--- src/rtl/mult_pkg.sv ---
// rtl/mult_pkg.sv - shared FSM encoding and width helper for the sequential multiplier
package mult_pkg;

  typedef enum logic [1:0] {
    IDLE = 2'd0,
    RUN  = 2'd1,
    DONE = 2'd2
  } state_t;

  function automatic int clog2(input int n);
    int r;
    r = 0;
    for (int i = 0; i < 31; i++) begin
      if ((1 << i) < n) r = i + 1;
    end
    return r;
  endfunction

endpackage

--- src/rtl/cla_adder.sv ---
// rtl/cla_adder.sv - combinational carry-lookahead adder, 4-bit lookahead groups with rippled group carries
module cla_adder #(
  parameter int WIDTH = 8
) (
  input  logic [WIDTH-1:0] x,
  input  logic [WIDTH-1:0] y,
  input  logic             cin,
  output logic [WIDTH-1:0] sum,
  output logic             cout
);

  localparam int NG = (WIDTH + 3) / 4;

  logic [WIDTH-1:0] w_g;
  logic [WIDTH-1:0] w_p;
  logic [WIDTH-1:0] w_c;
  logic [NG:0]      w_gc;

  assign w_g = x & y;
  assign w_p = x ^ y;

  // Sum-of-products carry into bit hi, given carry c0 entering bit lo of the same group.
  function automatic logic la_carry(input logic [WIDTH-1:0] g, input logic [WIDTH-1:0] p,
                                    input logic c0, input int lo, input int hi);
    logic c;
    logic pr;
    c = 1'b0;
    for (int j = lo; j < hi; j++) begin
      pr = 1'b1;
      for (int m = j + 1; m < hi; m++) pr = pr & p[m];
      c = c | (g[j] & pr);
    end
    pr = 1'b1;
    for (int m = lo; m < hi; m++) pr = pr & p[m];
    return c | (c0 & pr);
  endfunction

  always_comb begin
    w_c     = '0;
    w_gc    = '0;
    w_gc[0] = cin;
    for (int k = 0; k < NG; k++) begin
      for (int i = 4 * k; i < ((4 * k + 4 < WIDTH) ? 4 * k + 4 : WIDTH); i++) begin
        w_c[i] = la_carry(w_g, w_p, w_gc[k], 4 * k, i);
      end
      w_gc[k+1] = la_carry(w_g, w_p, w_gc[k], 4 * k, (4 * k + 4 < WIDTH) ? 4 * k + 4 : WIDTH);
    end
  end

  assign sum  = w_p ^ w_c;
  assign cout = w_gc[NG];

endmodule

--- src/rtl/seq_cla_multiplier.sv ---
// rtl/seq_cla_multiplier.sv - shift-and-add multiplier over one CLA adder, WIDTH iterations per product
// Optional two's-complement operands under SIGNED_MUL_EN (sign-magnitude around the unsigned core).
module seq_cla_multiplier
  import mult_pkg::*;
#(
  parameter int WIDTH = 8
) (
  input  logic               clk,
  input  logic               rst,
  input  logic               start,
  input  logic [WIDTH-1:0]   a,
  input  logic [WIDTH-1:0]   b,
  output logic               busy,
  output logic               done,
  output logic [2*WIDTH-1:0] product
);

  localparam int CW = clog2(WIDTH);

  state_t             r_state;
  state_t             w_next;
  logic [CW-1:0]      r_cnt;
  logic [WIDTH-1:0]   r_mcand;
  logic [WIDTH-1:0]   r_mplier;
  logic [WIDTH-1:0]   r_acc_hi;
  logic [WIDTH-1:0]   r_acc_lo;
  logic [2*WIDTH-1:0] r_product;
  logic               r_busy;
  logic               r_done;

  logic [WIDTH-1:0]   w_add_sum;
  logic               w_add_cout;
  logic [WIDTH:0]     w_sum;
  logic [2*WIDTH-1:0] w_acc_shift;
  logic [2*WIDTH-1:0] w_result;
  logic [WIDTH-1:0]   w_a_op;
  logic [WIDTH-1:0]   w_b_op;
  logic               w_accept;
  logic               w_last;

  cla_adder #(.WIDTH(WIDTH)) u_cla (
    .x   (r_acc_hi),
    .y   (r_mcand),
    .cin (1'b0),
    .sum (w_add_sum),
    .cout(w_add_cout)
  );

  // Carry-out lands in acc_hi's MSB after the shift, so the accumulator never overflows.
  assign w_sum       = r_mplier[0] ? {w_add_cout, w_add_sum} : {1'b0, r_acc_hi};
  assign w_acc_shift = (2*WIDTH)'({w_sum, r_acc_lo} >> 1);
  assign w_accept    = (r_state == IDLE) && start;
  assign w_last      = (r_state == RUN) && (r_cnt == CW'(WIDTH - 1));

`ifdef SIGNED_MUL_EN
  logic r_neg;

  assign w_a_op   = a[WIDTH-1] ? -a : a;
  assign w_b_op   = b[WIDTH-1] ? -b : b;
  assign w_result = r_neg ? -w_acc_shift : w_acc_shift;

  always_ff @(posedge clk or posedge rst) begin
    if (rst)           r_neg <= 1'b0;
    else if (w_accept) r_neg <= a[WIDTH-1] ^ b[WIDTH-1];
  end
`else
  assign w_a_op   = a;
  assign w_b_op   = b;
  assign w_result = w_acc_shift;
`endif

  always_ff @(posedge clk or posedge rst) begin
    if (rst) r_state <= IDLE;
    else     r_state <= w_next;
  end

  always_comb begin
    w_next = r_state;
    case (r_state)
      IDLE:    if (start) w_next = RUN;
      RUN:     if (w_last) w_next = DONE;
      DONE:    w_next = IDLE;
      default: w_next = IDLE;
    endcase
  end

  always_ff @(posedge clk or posedge rst) begin
    if (rst) begin
      r_cnt     <= '0;
      r_mcand   <= '0;
      r_mplier  <= '0;
      r_acc_hi  <= '0;
      r_acc_lo  <= '0;
      r_product <= '0;
      r_busy    <= 1'b0;
      r_done    <= 1'b0;
    end else begin
      r_done <= 1'b0;
      if (w_accept) begin
        r_mcand  <= w_a_op;
        r_mplier <= w_b_op;
        r_acc_hi <= '0;
        r_acc_lo <= '0;
        r_cnt    <= '0;
        r_busy   <= 1'b1;
      end else if (r_state == RUN) begin
        {r_acc_hi, r_acc_lo} <= w_acc_shift;
        r_mplier             <= r_mplier >> 1;
        r_cnt                <= r_cnt + CW'(1);
        if (w_last) begin
          r_busy    <= 1'b0;
          r_done    <= 1'b1;
          r_product <= w_result;
        end
      end
    end
  end

  assign busy    = r_busy;
  assign done    = r_done;
  assign product = r_product;

endmodule
--- config.mk ---
export PLATFORM = sky130hd
export DESIGN_NAME = seq_cla_multiplier
export DESIGN_NICKNAME = d
export VERILOG_FILES = /design/src/rtl/mult_pkg.sv /design/src/rtl/cla_adder.sv /design/src/rtl/seq_cla_multiplier.sv
export SDC_FILE = /design/constraint.sdc
export NUM_CORES = 1
export LEC_CHECK = 0
export CAP_MARGIN = 20
export CORE_MARGIN = 2
export CORE_UTILIZATION = 35
export CTS_BUF_LIST = sky130_fd_sc_hd__clkbuf_16
export DETAILED_ROUTE_END_ITERATION = 10
export GPL_ROUTABILITY_DRIVEN = 1
export PLACE_DENSITY_LB_ADDON = 0.12
export SETUP_SLACK_MARGIN = 0.1
export SYNTH_ARGS = -nofsm -noshare
export SYNTH_HDL_FRONTEND = slang
export SYNTH_SLANG_ARGS = --single-unit
--- constraint.sdc ---
create_clock -name clk -period 2.1 [get_ports clk]
set_input_delay 0.21 -clock clk [delete_from_list [all_inputs] [get_ports clk]]
set_output_delay 0.21 -clock clk [all_outputs]
set_load 0.005 [all_outputs]
==> results.py, run 1 <==
metrics = {
    "yosys": {
        "synth_area_sq_um": 2420,
        "synth-edff-count": 0,
        "synth_area_per_cell_sq_um": 11.8,
        "syn_nets": 235,
        "synth.distinct_cells": 42,
        "postSynth.asyncResetShare_pct": 100,
        "synth_seq_cells": 54,
        "ys_warn_count": 0,
        "syn-instance-count": 204,
        "ys.flop_type": "dfrtp_1",
        "yosysSeqAreaShare_pct": 55.9,
    },
    "timing": {
        "holdWs_ns": 0.205,
        "skew_ns": 0.00956,
        "slew_headroom_pct": 64.9,
        "setup-tns-final_ns": 0,
        "worst_pin_slew_ns": 0.527,
        "fin_crit_ns": 1.95,
        "hold_viol": 0,
        "period_share_pct": 92.7,
        "setup_viol": 0,
        "timing.fmax_ghz": 0.513,
        "slew_violations": 0,
        "rsz0062_at_grt": "yes",
    },
    "setup_path": {
        "cp.required_ns": 2.31,
        "r2r_start": "r_mcand[1]",
        "crit_path_start_kind": "flop",
        "critical_path_peak_fanout": 2,
        "crit_type": "flop to flop",
        "end_kind": "flop",
        "critPathLaunch": "r_mcand[1]",
        "worstPathArrival_ns": 2.16,
    },
    "grt": {
        "grt_pass1_wl_um": 8440,
        "top_usage_layer": "met2",
        "grt_usage_pct": 14.4,
        "grt_overflow": 0,
        "grt_max_degree": 39,
        "met3_usage_pct": 3.32,
        "use_met2_pct": 21.5,
        "grtUsageMet1_pct": 20.6,
        "grt_antenna_before_repair": 0,
        "grt_pass1_vias": 1739,
    },
    "place": {
        "port_buffers": 36,
        "dpl_cell_area_sq_um": 2930,
        "gp_congestion": 0.781,
        "dp_hpwl_um": 3450,
    },
    "final_layout": {
        "final_common_cell": "dfrtp_1",
        "layout.nets": 281,
        "final_util_pct": 46.8,
        "antenna_cells": 0,
        "design_area_sq_um": 3150,
        "layout_common_cells": "54 x dfrtp_1, 36 x clkdlybuf4s50_1, 28 x nand2_1",
        "syn_to_final_growth_pct": 30.2,
        "drive_above_1_share_pct": 19.5,
    },
    "hold_path": {
        "hp-class": "input pin to asynchronous set/reset pin",
    },
    "route": {
        "drtAntennaViolNets": 0,
        "routed_wl_um": 5000,
        "wl_per_cell_um": 15.1,
        "firstDrtPassIters": 4,
        "drc": 0,
        "avgViaCountPerCell": 5.12,
        "vias": 1696,
        "drt-initial-drc-count": 52,
    },
    "power_and_ir_drop": {
        "p_per_area_nw_per_um2": 1500,
        "ir_worst_vdd_mv": 0.510,
        "p_leak_nw": 1.39,
        "p_total_mw": 4.73,
    },
    "clocking": {
        "cts_made_buffers": 5,
        "clock_latency_ns": 0.30,
        "hold_buffers": 0,
        "path_clk_slew_ns": 0.07,
        "clock-sinks": 54,
        "cts_buffer_depth": 2,
        "htree_levels": 2,
        "cts-root-buf": "clkbuf_16",
        "cts_tree": "yes",
    },
    "die": {
        "die-area_sq_um": 7580,
        "num_rows": 30,
        "core_sq_um": 6720,
        "die_h_um": 87.1,
        "die_x_um": 87.1,
        "initial_core_util_pct": 36.0,
        "num_io_pins": 37,
    },
    "status": {
        "status": "complete, no violations",
    },
    "flow_run": {
        "max_cap_viol_count": 0,
    },
}
power breakdown:
group	internal (mW)	switching (mW)	leakage [nW]	total [mW]
Combinational	1.15	0.953	0.636	2.10
Clock	0.443	0.382	0.0714	0.825
Sequential	1.48	0.324	0.683	1.80
routing by layer:
layer / vias to the layer above / routed length, um / share of wire (%)
met3: 5 / 195 / 3.9
met1: 839 / 2440 / 49
met5: - / 0 / 0
met2: 35 / 2310 / 46
met4: 0 / 54 / 1.1
li1: 817 / - / -
final timing paths:
| check | end | slack (ns) | depth (start not counted) |
|---|---|---|---|
| min in group clk | busy | 0.48 | 1 |
| worst max register to register | r_acc_hi[3] | 0.15 | 8 |
| worst min register to register | busy | 0.48 | 1 |
| worst min-delay path | busy | 0.20 | 2 |
| worst max-delay path | r_acc_hi[3] | 0.15 | 8 |
| max in group asynchronous | r_cnt[2] | 1.36 | 3 |
area by class of cell:
type,instances,area [sq um]
multi-input combinational,134,1060
inverter,7,26.3
clock buffer,5,125
sequential,54,1350
timing repair buffer,48,467
tap,80,100
fill,632,3570
clock inverter,3,21.3
synth_stat cells, types with 3 or more instances:
cell type | number | share of area, %
mux2i_1 | 4 | 1.7
o21ai_0 | 24 | 5.0
a22oi_1 | 6 | 1.9
nor2_1 | 3 | 0.47
ha_1 | 10 | 5.2
clkbuf_1 | 6 | 0.93
nor2b_1 | 3 | 0.78
nand2_1 | 28 | 4.4
inv_1 | 6 | 0.93
dfrtp_1 | 54 | 56
mux2_2 | 15 | 7.0
a22o_1 | 10 | 3.6
metrics by stage:
step | setup WS, ns | cells
CTS | 0.107 | 330
finish | 0.153 | 331
detailed placement | 0.0934 | 322
global route | 0.0481 | 331
floorplan | 0.133 | 204
global placement | 0.136 | 322
sequential cells by signal, indices dropped and copies added, names as in the netlist:
name / flops
r_acc_hi: 8
r_acc_lo: 7
r_mplier: 8
r_cnt: 3
busy: 1
done: 1
r_state: 2
product: 16
r_mcand: 8
worst max-delay path: stages, from the launching register on:
cell      delay [ns]
dfrtp_1         0.41
ha_4            0.26
a211oi_4        0.26
nor2_1          0.07
nor2_1          0.12
fa_1            0.42
nand2_1         0.08
o21ai_2         0.07
o21ai_1         0.16
logic make-up (layout without fill, tap and decap cells):
family / count (synthesis) / after routing / share of synthesized area, %
AOI/OAI and AO/OA: 60 / 60 / 17.6
DFF: 54 / 54 / 55.9
and+or+nand+nor: 41 / 41 / 7.56
muxes: 19 / 19 / 8.65
buffers and inverters: 16 / 63 / 2.69
adders and majority gates: 12 / 12 / 6.84
xor gates and xnor gates: 2 / 2 / 0.725
repair_timing:
item | in CTS | in global routing
hold endpoints to repair | 0 | 0
resized for setup | 1 | 9
buffers inserted | 0 | 1
pin swaps | 1 | 4
setup endpoints to repair | 4 | 10
Power figures use the tool's default switching activity.
==> run 2, diff against run 1 <==
SLEW_MARGIN = 30   (was unset)
==> results of run 2 <==
The final DEF is identical to that of run 1; final timing and power are the same.
